`src/rtl/mem_pkg.sv`:
```
// Shared definitions for the memory arbiter: access-size codes, rw encoding
// and the burst sequencer state type.
package mem_pkg;

  localparam logic [1:0] SIZE_1  = 2'b00;
  localparam logic [1:0] SIZE_4  = 2'b01;
  localparam logic [1:0] SIZE_8  = 2'b10;
  localparam logic [1:0] SIZE_16 = 2'b11;

  localparam logic RW_READ  = 1'b1;
  localparam logic RW_WRITE = 1'b0;

  localparam int WORD_BYTES = 4;

  typedef enum logic [1:0] {
    IDLE  = 2'd0,
    BURST = 2'd1,
    DRAIN = 2'd2
  } arb_state_e;

  function automatic logic [4:0] size_words(input logic [1:0] size);
    logic [4:0] words;
    case (size)
      SIZE_1:  words = 5'd1;
      SIZE_4:  words = 5'd4;
      SIZE_8:  words = 5'd8;
      default: words = 5'd16;
    endcase
    return words;
  endfunction

endpackage

```
`src/rtl/rr_arbiter2.sv`:
```
// Two-requester round-robin picker: on contention the port that did not win
// last time is chosen. Purely combinational one-hot result.
module rr_arbiter2 (
  input  logic [1:0] req_i,
  input  logic       last_i,
  output logic [1:0] gnt_o
);

  always_comb begin
    gnt_o = 2'b00;
    case (req_i)
      2'b01:   gnt_o = 2'b01;
      2'b10:   gnt_o = 2'b10;
      2'b11:   gnt_o = last_i ? 2'b01 : 2'b10;
      default: gnt_o = 2'b00;
    endcase
  end

endmodule

```
`src/rtl/mem_arbiter.sv`:
```
// Shares the single memory port between fetch (port 0) and load/store (port 1),
// expanding each grant into a word burst and steering read data to its owner.
module mem_arbiter
  import mem_pkg::*;
#(
  parameter int data_width    = 32,
  parameter int address_width = 32
) (
  input  logic                     clock,
  input  logic                     reset,
  input  logic [1:0]               req,
  input  logic [address_width-1:0] p0_addr,
  input  logic [address_width-1:0] p1_addr,
  input  logic                     p0_rw,
  input  logic                     p1_rw,
  input  logic [1:0]               p0_size,
  input  logic [1:0]               p1_size,
  input  logic [data_width-1:0]    p0_wdata,
  input  logic [data_width-1:0]    p1_wdata,
  output logic [1:0]               gnt,
  output logic [1:0]               wready,
  output logic [1:0]               rvalid,
  output logic [data_width-1:0]    rdata,
  output logic [1:0]               done,
  output logic [address_width-1:0] mem_address,
  output logic [data_width-1:0]    mem_data_in,
  output logic [1:0]               mem_access_size,
  output logic                     mem_rw,
  output logic                     mem_enable,
  input  logic                     mem_busy,
  input  logic [data_width-1:0]    mem_data_out
);

  localparam logic [address_width-1:0] ADDR_STEP  = address_width'(WORD_BYTES);
  localparam logic [address_width-1:0] ALIGN_MASK = ~address_width'(WORD_BYTES - 1);

  arb_state_e                 state_q, state_d;
  logic                       last_q, last_d;
  logic                       owner_q, owner_d;
  logic [address_width-1:0]   addr_q, addr_d;
  logic                       rw_q, rw_d;
  logic [1:0]                 size_q, size_d;
  logic [3:0]                 cnt_q, cnt_d;
  logic [1:0]                 gnt_q, gnt_d;
  logic [1:0]                 done_q, done_d;
  logic [1:0]                 rvalid_q, rvalid_d;
  logic [data_width-1:0]      rdata_q, rdata_d;

  logic [1:0]                 pickGnt;
  logic                       pickPort;
  logic [address_width-1:0]   selAddr;
  logic                       selRw;
  logic [1:0]                 selSize;
  logic [4:0]                 selWordsM1;
  logic [1:0]                 ownerMask;
  logic                       inBurst;
  logic                       writeBeat;

  rr_arbiter2 u_rr (
    .req_i  (req),
    .last_i (last_q),
    .gnt_o  (pickGnt)
  );

  assign pickPort   = pickGnt[1];
  assign selAddr    = pickPort ? p1_addr : p0_addr;
  assign selRw      = pickPort ? p1_rw   : p0_rw;
  assign selSize    = pickPort ? p1_size : p0_size;
  assign selWordsM1 = size_words(selSize) - 5'd1;
  assign ownerMask  = owner_q ? 2'b10 : 2'b01;

  // Burst sequencing: a beat only advances while memory is not busy, and the
  // read word captured on each advance is returned the following cycle.
  always_comb begin
    state_d  = state_q;
    last_d   = last_q;
    owner_d  = owner_q;
    addr_d   = addr_q;
    rw_d     = rw_q;
    size_d   = size_q;
    cnt_d    = cnt_q;
    gnt_d    = 2'b00;
    done_d   = 2'b00;
    rvalid_d = 2'b00;
    rdata_d  = rdata_q;

    case (state_q)
      IDLE: begin
        if (|req) begin
          gnt_d   = pickGnt;
          last_d  = pickPort;
          owner_d = pickPort;
          addr_d  = selAddr & ALIGN_MASK;
          rw_d    = selRw;
          size_d  = selSize;
          cnt_d   = selWordsM1[3:0];
          state_d = BURST;
        end
      end
      BURST: begin
        if (!mem_busy) begin
          addr_d = addr_q + ADDR_STEP;
          cnt_d  = cnt_q - 4'd1;
          if (rw_q == RW_READ) begin
            rvalid_d = ownerMask;
            rdata_d  = mem_data_out;
          end
          if (cnt_q == 4'd0) begin
            done_d  = ownerMask;
            state_d = (rw_q == RW_READ) ? DRAIN : IDLE;
          end
        end
      end
      DRAIN: begin
        state_d = IDLE;
      end
      default: begin
        state_d = IDLE;
      end
    endcase
  end

  always_ff @(posedge clock or posedge reset) begin
    if (reset) begin
      state_q  <= IDLE;
      last_q   <= 1'b1;
      owner_q  <= 1'b0;
      addr_q   <= '0;
      rw_q     <= 1'b0;
      size_q   <= 2'b00;
      cnt_q    <= 4'd0;
      gnt_q    <= 2'b00;
      done_q   <= 2'b00;
      rvalid_q <= 2'b00;
      rdata_q  <= '0;
    end else begin
      state_q  <= state_d;
      last_q   <= last_d;
      owner_q  <= owner_d;
      addr_q   <= addr_d;
      rw_q     <= rw_d;
      size_q   <= size_d;
      cnt_q    <= cnt_d;
      gnt_q    <= gnt_d;
      done_q   <= done_d;
      rvalid_q <= rvalid_d;
      rdata_q  <= rdata_d;
    end
  end

  // Memory-side outputs are forced to zero outside BURST so reset and idle
  // leave the memory port quiet.
  assign inBurst         = (state_q == BURST);
  assign writeBeat       = inBurst && (rw_q == RW_WRITE);
  assign mem_enable      = inBurst;
  assign mem_address     = inBurst ? addr_q : '0;
  assign mem_rw          = inBurst && rw_q;
  assign mem_access_size = inBurst ? size_q : 2'b00;
  assign mem_data_in     = writeBeat ? (owner_q ? p1_wdata : p0_wdata) : '0;
  assign wready          = (writeBeat && !mem_busy) ? ownerMask : 2'b00;

  assign gnt    = gnt_q;
  assign done   = done_q;
  assign rvalid = rvalid_q;
  assign rdata  = rdata_q;

endmodule

```
`config.mk`:
```
export PLATFORM = sky130hd
export DESIGN_NAME = mem_arbiter
export DESIGN_NICKNAME = d
export VERILOG_FILES = /design/src/rtl/mem_pkg.sv /design/src/rtl/rr_arbiter2.sv /design/src/rtl/mem_arbiter.sv
export SDC_FILE = /design/constraint.sdc
export NUM_CORES = 1
export LEC_CHECK = 0
export ABC_AREA = 1
export CAP_MARGIN = 40
export CORE_ASPECT_RATIO = 1.2
export CORE_MARGIN = 2
export CORE_UTILIZATION = 44
export CTS_BUF_LIST = sky130_fd_sc_hd__clkbuf_4 sky130_fd_sc_hd__clkbuf_8
export CTS_CLUSTER_SIZE = 16
export DETAILED_ROUTE_END_ITERATION = 8
export PLACE_DENSITY = 0.9
export SLEW_MARGIN = 15
export SYNTH_ARGS = -nofsm -noshare
export SYNTH_HDL_FRONTEND = slang
export SYNTH_SLANG_ARGS = --single-unit
```
`constraint.sdc`:
```
create_clock -name clock -period 4 [get_ports clock]
set_clock_uncertainty 0.15 [all_clocks]
set_input_delay 0.8 -clock clock [delete_from_list [all_inputs] [get_ports clock]]
set_output_delay 0.8 -clock clock [all_outputs]
set_load 0.005 [all_outputs]
```
==> key figures <==
Clock tree
  • CTS Buffer Depth: 2
  • Clock root buffer: clkbuf_8
  • CTS HTree Levels: 3
  • Clock sinks: 79
  • # resized after CTS: 0
  • Setup bufs post-CTS: 0
  • CTS Hold Buffers Added: 0
  • TritonCTS clock tree: built
  • Total CTS buffers: 9
  • Clk_lat worst skew: 0.35 ns
  • CTS clk-pin slew, worst paths: ~0.080 ns

Outcome
  • Status: finished, final reports clean

Yosys
  • Post-synth EDFFs: 0
  • Synth Instances: 782
  • Library cells used by synthesis: 39
  • Leading post-synthesis cells by cell area: dfrtp_1, nand2_1, nor2_1
  • Area share of the largest cell type after synthesis: 38.2%
  • Register bit count reported by yosys: 79
  • Post-synthesis sequential area ratio: 38.7%
  • Ys flop type: dfrtp_1
  • Synthesized area: 0.00511 sq mm
  • Yosys warnings: 0
  • Post-synthesis average cell area: 6.53 sq um
  • Leading area contributor after synthesis: dfrtp_1
  • Post-synth ARST share: 100%

Detailed routing
  • Antenna Nets Post-Route: 0
  • Routed vias/inst: between 4 and 5
  • Final wirelength: 17100 microns
  • First-pass iteration count of the detailed router: 6
  • Wire per inst: 14.2 microns
  • DRC viols: 0
  • Total number of vias: 5997
  • Starting DRC count in detailed routing: 380

Power and ir drop
  • LEAKAGE: 3.75 nW
  • PwrDens: 711 mW/mm^2
  • Total power: 5.83 mW
  • Maximum vdd ir drop: 298 uV

Setup path
  • Slowest Stage Delay on Critical Path: 0.65 ns
  • Worst-path maximum fanout: 30
  • CP required: 3.05 ns
  • Critical path, cell by cell: clkinv_1 > buf_4 > nand2_1 > a21oi_1 > clkdlybuf4s50_1
  • Setup CP Type: reg2out
  • CP arrival: 2.39 ns
  • Critical-path top delay cell: clkinv_1
  • CP endpoint kind: output pin
  • Worst reg2reg setup slack: 1.56 ns
  • Startpoint Class: register

Timing
  • Worst slew margin relative to its limit: a little under half
  • Post-route setup TNS: 0 ns
  • Period utilization: 83.6%
  • Final Slew Violations: 0
  • Worst Tran Pin Value: 0.819 ns
  • Fmax: about 0.3 GHz
  • Minimum clock period: 3.34 ns
  • RSZ-0062 raised after global routing: false
  • # setup viols final: 0
  • Final hold vios: 0

Job
  • Max-Cap Viols: 0

Global route
  • Initial antenna violation count: 0
  • Grt total ovfl: 0
  • First-pass GRT wire length: 26700 microns
  • Largest net degree at the start of global routing: 80
  • Number of global-route vias before repair: 5678
  • GRT Util Overall: 27.0%

Floorplanning
  • Die area: 0.0125 sq mm
  • Floorplan row count: 43
  • Starting Density: 44.6%
  • Die width: between 100 and 150 microns
  • DIE HEIGHT: 122 microns
  • Top Ports: 279
  • Core Region: between 0.01 and 0.015 sq mm

Cells and area
  • Leading cell type in the layout, fill and taps excluded: clkdlybuf4s50_1
  • Most frequent cells in the layout: clkdlybuf4s50_1, nand2_1, nor2_1
  • Final nets: 1212
  • Antenna Cells: 0
  • Filler cell count: 908
  • Post-Layout Inst Area: 0.00820 sq mm
  • Syn-to-layout area delta: 60.5%
  • Fraction of final layout cells sized beyond drive strength 1: 6.32%

Placed design
  • Dpl hpwl: 12800 microns
  • Port Buffers: about 270
  • Post-DP Area: 0.00795 sq mm
  • RePlAce Congestion: 0.926

Worst hold path
  • Hold Path Class: reg2reg
[cells in the mapped netlist (all sizes together) (2+ instances only)]
cell,number
a22oi,2
ha,2
a31oi,12
clkbuf,13
nand2,258
nand3,31
buf,29
a21oi,42
nor3,11
o21ai,62
nor2,139
xor2,2
o22ai,5
inv,70
dfrtp,78
nand4,13
o21bai,3
[per-layer routing]
layer,share of wire [%],up-vias,track usage (%)
met5,0,-,0
met4,2.2,0,9.08
met3,8.9,31,8.78
met2,49,252,45.9
met1,40,2726,32.1
li1,-,2988,-
[metrics by stage]
| step | worst slack [ns] | util, % | cells | hold WS (ns) |
|---|---|---|---|---|
| 5_1_grt | 0.477 | 71.5 | 1201 | 0.348 |
| 6_report | 0.656 | 71.5 | 1201 | 0.320 |
| 4_1_cts | 0.659 | 71.5 | 1201 | 0.327 |
| 3_3_place_gp | 0.966 | 69.4 | 1185 | 0.303 |
| 3_5_place_dp | 0.912 | 69.4 | 1185 | 0.307 |
| 2_1_floorplan | 1.03 | - | 783 | 0.298 |
[flip-flops by register name, summed over array words and instances, names as in the netlist]
| name | flops |
|---|---|
| rvalid | 2 |
| owner_q | 1 |
| rw_q | 1 |
| size_q | 2 |
| addr_q | 30 |
| state_q | 2 |
| rdata | 32 |
| gnt | 2 |
| last_q | 1 |
| cnt_q | 4 |
| done | 2 |
[worst max-delay path: cells and delay by family (launching register included)]
family	cells	cell delay, ns
AND/OR/NAND/NOR	1	0.07
AO/OA/AOI/OAI	1	0.07
buffers and inverters	3	1.55
flip-flops	1	0.36
[power by group]
group / switching [mW] / total (mW) / internal, mW
registers: 0.272 / 1.46 / 1.19
logic: 1.95 / 3.67 / 1.71
clock network: 0.299 / 0.703 / 0.404
[worst paths after layout]
path                             from               to  cells after the start
setup / recovery              owner_q  mem_data_in[16]                      5
hold / removal              rdata[21]        rdata[21]                      2
setup reg to reg           state_q[1]        rdata[12]                     10
hold reg to reg             rdata[21]        rdata[21]                      2
max in group asynchronous       reset       addr_q[10]                      3
min in group asynchronous       reset        rdata[21]                      3
[layout make-up]
class,instances,area [sq um],area share (%)
clock inverter,4,76.3,0.931
multi-input combinational,591,2660,32.5
inverter,71,268,3.27
timing repair buffer,287,2850,34.7
sequential,79,1980,24.1
tap,157,196,2.40
clock buffer,12,165,2.02
[cell families (layout without fill, tap and decap cells)]
| group | after synthesis | in the layout | synth area share [%] |
|---|---|---|---|
| compound gates | 129 | 129 | 13.5 |
| xor+xnor | 3 | 3 | 0.515 |
| fa+ha+maj | 2 | 2 | 0.490 |
| buf+inv | 113 | 374 | 9.19 |
| flops | 79 | 79 | 38.7 |
| other cells | 1 | 2 | 0.0734 |
| simple gates | 455 | 455 | 37.5 |
(Power assumes the default switching activity.)
